===== config.mk =====
export PLATFORM = sky130hd
export DESIGN_NAME = commit_trace_buffer
export DESIGN_NICKNAME = d
export VERILOG_FILES = /design/src/rtl/commit_trace_pkg.sv /design/src/rtl/trace_fifo.sv /design/src/rtl/commit_trace_buffer.sv
export SDC_FILE = /design/constraint.sdc
export NUM_CORES = 2
export LEC_CHECK = 0
export ABC_AREA = 1
export CELL_PAD_IN_SITES_DETAIL_PLACEMENT = 0
export CELL_PAD_IN_SITES_GLOBAL_PLACEMENT = 1
export CORE_MARGIN = 2
export CORE_UTILIZATION = 35
export DETAILED_ROUTE_END_ITERATION = 16
export DONT_BUFFER_PORTS = 1
export PLACE_DENSITY = 0.65
export SLEW_MARGIN = 10
export SYNTH_ARGS = -nofsm -noshare
export SYNTH_HDL_FRONTEND = slang
export SYNTH_SLANG_ARGS = --single-unit

===== constraint.sdc =====
create_clock -name clk -period 9.2 [get_ports clk]
set_clock_uncertainty 0.1 [all_clocks]
set_input_delay 1.38 -clock clk [delete_from_list [all_inputs] [get_ports clk]]
set_output_delay 1.38 -clock clk [all_outputs]
set_load 0.01 [all_outputs]

===== src/rtl/commit_trace_pkg.sv =====
// Shared types and helpers for the commit trace buffer.
// trace_rec_t is the record the scoreboard receives. write_op_e uses the same numeric codes as
// the ISS write_op field, so the two traces compare without translation.
package commit_trace_pkg;

  localparam int unsigned XLEN  = 32;
  localparam int unsigned SEQ_W = 16;

  typedef enum logic [1:0] {
    NONE = 2'd0,
    BYTE = 2'd1,
    HALF = 2'd2,
    WORD = 2'd3
  } write_op_e;

  typedef struct packed {
    logic [SEQ_W-1:0] seq;
    logic [XLEN-1:0]  pc;
    logic [4:0]       rd;
    logic [XLEN-1:0]  wdata;
    write_op_e        write_op;
    logic [XLEN-1:0]  waddr;
  } trace_rec_t;

  localparam int unsigned RecW = $bits(trace_rec_t);

  // Mask for right-aligned store data; size 3 is illegal and treated as a full word.
  function automatic logic [XLEN-1:0] size_mask(input logic [1:0] size);
    logic [XLEN-1:0] mask;
    unique case (size)
      2'd0:    mask = XLEN'(32'h0000_00FF);
      2'd1:    mask = XLEN'(32'h0000_FFFF);
      default: mask = '1;
    endcase
    return mask;
  endfunction

  function automatic write_op_e size_to_op(input logic [1:0] size);
    write_op_e op;
    unique case (size)
      2'd0:    op = BYTE;
      2'd1:    op = HALF;
      default: op = WORD;
    endcase
    return op;
  endfunction

endpackage


===== src/rtl/trace_fifo.sv =====
// Generic synchronous show-ahead FIFO.
// The head entry is held in a register (dout_q) so that dout_o shows a newly pushed entry one
// edge after the push and keeps its last value while the FIFO is empty.
// Ports:
//   clk, rst          clock, synchronous active-high reset
//   push_i, pop_i     write / read strobes (caller guarantees no push when full unless popping,
//                     and no pop when empty)
//   din_i, dout_o     write data / head entry
//   full_o, empty_o   status flags
//   level_o           occupancy, 0..DEPTH
module trace_fifo #(
  parameter int unsigned WIDTH = 8,
  parameter int unsigned DEPTH = 16,
  localparam int unsigned AW   = $clog2(DEPTH)
) (
  input  logic             clk,
  input  logic             rst,
  input  logic             push_i,
  input  logic             pop_i,
  input  logic [WIDTH-1:0] din_i,
  output logic [WIDTH-1:0] dout_o,
  output logic             full_o,
  output logic             empty_o,
  output logic [AW:0]      level_o
);

  logic [WIDTH-1:0] mem_q [DEPTH];
  logic [AW-1:0]    wptr_q, wptr_d;
  logic [AW-1:0]    rptr_q, rptr_d;
  logic [AW:0]      level_q, level_d;
  logic [WIDTH-1:0] dout_q, dout_d;
  logic [AW-1:0]    rptr_inc;

  assign rptr_inc = rptr_q + AW'(1);
  assign empty_o  = (level_q == '0);
  assign full_o   = (level_q == (AW + 1)'(DEPTH));
  assign level_o  = level_q;
  assign dout_o   = dout_q;

  always_comb begin
    wptr_d  = wptr_q;
    rptr_d  = rptr_q;
    level_d = level_q;
    dout_d  = dout_q;
    if (push_i) wptr_d = wptr_q + AW'(1);
    if (pop_i)  rptr_d = rptr_inc;
    if (push_i && !pop_i)      level_d = level_q + (AW + 1)'(1);
    else if (pop_i && !push_i) level_d = level_q - (AW + 1)'(1);
    // Refresh the head register with whatever becomes the oldest entry after this edge.
    if (empty_o && push_i) begin
      dout_d = din_i;
    end else if (pop_i && level_q > (AW + 1)'(1)) begin
      dout_d = mem_q[rptr_inc];
    end else if (pop_i && push_i) begin
      dout_d = din_i;
    end
  end

  always_ff @(posedge clk) begin
    if (rst) begin
      wptr_q  <= '0;
      rptr_q  <= '0;
      level_q <= '0;
      dout_q  <= '0;
    end else begin
      wptr_q  <= wptr_d;
      rptr_q  <= rptr_d;
      level_q <= level_d;
      dout_q  <= dout_d;
    end
  end

  // Storage needs no reset; validity is tracked by the pointers.
  always_ff @(posedge clk) begin
    if (push_i) mem_q[wptr_q] <= din_i;
  end

endmodule


===== src/rtl/commit_trace_buffer.sv =====
// Commit trace buffer: formats one retirement record per committed instruction and queues it
// in a show-ahead FIFO presented over valid/ready to the scoreboard.
// Optional feature macro: COMMIT_TRACE_STALL_EN (drives stall_o at level >= DEPTH-2; otherwise
// stall_o is tied 0). XLEN and SEQ_W come from commit_trace_pkg.
// Ports:
//   clk, rst                        clock, synchronous active-high reset
//   ret_valid_i, ret_pc_i           retirement strobe and PC
//   rd_we_i, rd_addr_i, rd_wdata_i  rd writeback
//   st_valid_i, st_size_i,
//   st_addr_i, st_wdata_i           store (size 0=byte 1=half 2/3=word)
//   out_valid_o, out_ready_i,
//   out_rec_o                       head record (trace_rec_t), valid/ready
//   level_o                         occupancy
//   overflow_o                      sticky lost-record flag
//   stall_o                         back-pressure to the core
module commit_trace_buffer
  import commit_trace_pkg::*;
#(
  parameter int unsigned DEPTH  = 16,
  localparam int unsigned LevelW = $clog2(DEPTH) + 1
) (
  input  logic              clk,
  input  logic              rst,
  input  logic              ret_valid_i,
  input  logic [XLEN-1:0]   ret_pc_i,
  input  logic              rd_we_i,
  input  logic [4:0]        rd_addr_i,
  input  logic [XLEN-1:0]   rd_wdata_i,
  input  logic              st_valid_i,
  input  logic [1:0]        st_size_i,
  input  logic [XLEN-1:0]   st_addr_i,
  input  logic [XLEN-1:0]   st_wdata_i,
  output logic              out_valid_o,
  input  logic              out_ready_i,
  output logic [RecW-1:0]   out_rec_o,
  output logic [LevelW-1:0] level_o,
  output logic              overflow_o,
  output logic              stall_o
);

  logic [SEQ_W-1:0] seq_q, seq_d;
  logic             overflow_q, overflow_d;
  trace_rec_t       rec;
  logic             full, empty, push, pop;

  always_comb begin
    rec       = '0;
    rec.seq   = seq_q;
    rec.pc    = ret_pc_i;
    rec.rd    = (rd_we_i && rd_addr_i != 5'd0) ? rd_addr_i : 5'd0;
    // A store owns wdata even when rd is also written; rd is still reported.
    if (st_valid_i) begin
      rec.wdata    = st_wdata_i & size_mask(st_size_i);
      rec.write_op = size_to_op(st_size_i);
      rec.waddr    = st_addr_i;
    end else if (rec.rd != 5'd0) begin
      rec.wdata = rd_wdata_i;
    end
  end

  assign out_valid_o = !empty;
  assign pop         = !empty && out_ready_i;
  // A pop in the same cycle frees the slot a full FIFO needs.
  assign push        = ret_valid_i && (!full || pop);

  always_comb begin
    seq_d      = seq_q;
    overflow_d = overflow_q;
    if (push) seq_d = seq_q + SEQ_W'(1);
    if (ret_valid_i && full && !pop) overflow_d = 1'b1;
  end

  always_ff @(posedge clk) begin
    if (rst) begin
      seq_q      <= '0;
      overflow_q <= 1'b0;
    end else begin
      seq_q      <= seq_d;
      overflow_q <= overflow_d;
    end
  end

  assign overflow_o = overflow_q;

`ifdef COMMIT_TRACE_STALL_EN
  assign stall_o = (level_o >= LevelW'(DEPTH - 2));
`else
  assign stall_o = 1'b0;
`endif

  trace_fifo #(
    .WIDTH (RecW),
    .DEPTH (DEPTH)
  ) u_fifo (
    .clk     (clk),
    .rst     (rst),
    .push_i  (push),
    .pop_i   (pop),
    .din_i   (rec),
    .dout_o  (out_rec_o),
    .full_o  (full),
    .empty_o (empty),
    .level_o (level_o)
  );

endmodule

==> metrics.yaml <==
status: "completed"
synth_cell_types: 37
min_from: "u_fifo.wptr_q[2]"
rsz0062_at_grt: "no"
cts_root_buf: "clkbuf_16"
ir_worst_vdd_v: 0.000521
antenna_left: 0
rr_endpoint: "u_fifo.dout_o[73]"
gp_congestion: 0.743
hpwlAfterDp_microns: 124000
synth_simple_gate_area_share_pct: 21.2
avgSynthCellArea_sq_um: 10.6
max_freq_mhz: 198
drv_cap: 0
min_path_cells: 1
synth_cells: 8134
finalCritPeriodShare_pct: 54.9
grt_pass1_vias: 55396
min_delay_worst_endpoint: "u_fifo.wptr_q[2]"
grt.total_usage_pct: 19.5
io_pins: 268
overflow: 0
synth_warnings: 0
nNetsFinal: 8120
hold_viol: 0
synth_xor_area_share_pct: 0.0813
yosysTopAreaCell: "edfxtp_1"
p_per_area_nw_per_um2: 302
cts.repair.resized: 0
r2r_start: "u_fifo.level_o[0]"
dieWidth_microns: 500
worstMarginPinSlew_ns: 1.30
min_path_type: "register to register"
cts_made_buffers: 217
vias: 56837
initial_core_util_pct: 35.1
arrival_ns: 5.71
ff2ff_path_depth: 13
synth_top_family_by_area: "simple AND/OR/NAND/NOR gates"
clock-sinks: 2053
clockBufferDepth: 3
cp_max_fo: 121
finalMaxSlewViolations: 0
dieArea_sq_um: 250000
clk_latency_ns: 0.86
netlist.area_leader.share_pct: 66.3
final.min_clock_period_ns: 5.05
yosysSeqAreaShare_pct: 69.8
grt_first_pass_wirelength_microns: 367000
core_area_sq_um: 245000
drc: 0
power_uw: 29100
synth_compound_area_share_pct: 2.64
endpoint_kind: "register"
postCtsSetupBuffers: 0
grt_max_degree: 269
cts_tree: "yes"
htreeDepth: 4
worstPathRequired_ns: 9.86
crit_path_start_kind: "register"
leakagePower_uw: 0.0376
max_slew_margin_pct: 13.2
synth_area_sq_um: 86200
setup_tns_ns: 0
grt_antenna_before_repair: 12
worstSetupPathType: "register to register"
fillerInstances: 23607
yosys_register_bits: 2053
yosys-top-cells-area: "edfxtp_1 (66%), nand2_1 (12%), nand3_1 (7.8%)"
setup_viol: 0
clk_pin_slew_ns: 0.07
r2r_setup_slack_ns: 4.15
drtIter0Drc: 5256
num_rows: 182
wl_per_cell_microns: 21.8
portBuffers: 0
drt-pass1-iter-count: 7
synthMuxAreaShare_pct: 0
synth_adder_area_share_pct: 0.174
drive_gt1_share_pct: 5.70
areaGrowthSynthToFinish_pct: 11.9
drt-total-wl_microns: 249000
ctsHoldBuffers: 0
syn-num-nets: 8287
viasPerCell: 4.99
die_h_microns: 500
-- layout by cell type, fill, tap and decap left out, types with 7 or more instances in the layout --
cell | Yosys | layout
nand4_1 | 26 | 26
or2_0 | 13 | 13
nand3_1 | 1347 | 1347
o21ai_0 | 190 | 184
clkinv_2 | 0 | 47
nand2_1 | 2751 | 2749
inv_1 | 778 | 778
a21oi_1 | 144 | 144
o21ai_1 | 42 | 47
clkbuf_16 | 0 | 224
nor2_1 | 183 | 167
or2_2 | 7 | 7
clkinv_1 | 0 | 34
or2_1 | 21 | 21
edfxtp_1 | 1904 | 1904
dfxtp_1 | 149 | 148
o211ai_1 | 49 | 49
buf_4 | 7 | 74
buf_12 | 0 | 20
clkbuf_8 | 0 | 16
nor3_1 | 11 | 11
nor2_4 | 1 | 17
bufinv_16 | 0 | 26
clkbuf_1 | 115 | 45
ha_1 | 12 | 11
-- worst max-delay path by stage --
stage	startpoint	to	slack, ns
finish	u_fifo.level_o[0]	u_fifo.dout_o[73]	4.15
global route	u_fifo.level_o[0]	u_fifo.dout_o[71]	3.74
CTS	u_fifo.level_o[0]	u_fifo.dout_o[76]	4.05
detailed placement	out_ready_i	u_fifo.dout_o[95]	3.53
global placement	out_ready_i	u_fifo.dout_o[90]	3.54
floorplan	out_ready_i	u_fifo.mem_q[0][0]	1.50
-- cell type report --
type / count / area, sq um / area share [%]
inverter: 784 / 2980 / 3.09
sequential: 2053 / 60200 / 62.3
tap: 3220 / 4030 / 4.17
timing repair buffer: 94 / 956 / 0.990
clock inverter: 123 / 1370 / 1.42
multi-input combinational: 4817 / 21000 / 21.8
clock buffer: 285 / 5990 / 6.21
antenna: 6 / 15.0 / 0.0156
-- cells by family (layout without fill, tap and decap cells) --
family                   count (synthesis)  in the layout
XOR/XNOR                                 8              8
AO/OA/AOI/OAI                          429            429
buffers and inverters                 1264           1286
flip-flops                            2053           2053
adder cells (fa/ha/maj)                 12             12
AND/OR/NAND/NOR                       4367           4367
other                                    1              7
-- where the power goes --
group | total (uW) | internal, uW | switching [uW]
logic | 9090 | 2380 | 6710
registers | 11000 | 10600 | 380
clock network | 9040 | 5310 | 3730
-- sequential cells by signal, indices dropped and copies added (netlist names) --
register	count
u_fifo.mem_q	1904
u_fifo.dout_o	119
seq_q	16
u_fifo.level_o	5
u_fifo.rptr_q	4
u_fifo.wptr_q	4
overflow_o	1
-- cells in the mapped netlist (all sizes together) --
cell / count
nand2: 2754
edfxtp: 1904
nand3: 1349
inv: 784
buf: 365
o21ai: 232
nor2: 184
dfxtp: 149
a21oi: 144
clkbuf: 115
o211ai: 49
or2: 41
nand4: 26
ha: 12
nor3: 11
xor2: 6
xnor2: 2
a211oi: 1
and3: 1
conb: 1
nor3b: 1
o21a: 1
o21bai: 1
o31ai: 1
-- worst max-delay path: stages, from the launching register on --
cell	delay, ns
dfxtp_1	0.51
inv_1	0.15
ha_1	0.27
nand3_1	0.12
nand2_1	0.55
inv_1	0.72
ha_1	0.26
inv_1	0.04
o21ai_1	0.25
inv_1	0.40
nand2_8	0.58
buf_12	0.49
o21ai_0	0.18
a21oi_1	0.18
-- metrics by stage --
stage / utilization, % / cells / cell area, sq um / worst slack (ns) / hold WS, ns
after floorplan: - / 8134 / 86200 / 1.50 / 0.355
after global placement: 36.3 / 10968 / 89100 / 3.54 / 0.371
after detailed placement: 36.3 / 10968 / 89100 / 3.53 / 0.393
after CTS: 39.3 / 11376 / 96500 / 4.05 / 0.410
after global routing: 39.3 / 11379 / 96500 / 3.74 / 0.426
final: 39.3 / 11382 / 96500 / 4.15 / 0.409
-- per-layer routing --
layer | up-vias | wire length [microns] | global-route usage (%)
met5 | - | 64 | 0
met4 | 10 | 6660 | 5.69
met3 | 375 | 16300 | 3.52
met2 | 1708 | 114000 | 31.0
met1 | 27810 | 112000 | 27.1
li1 | 26934 | - | -
Note: power is estimated with default switching activity, not from simulation.
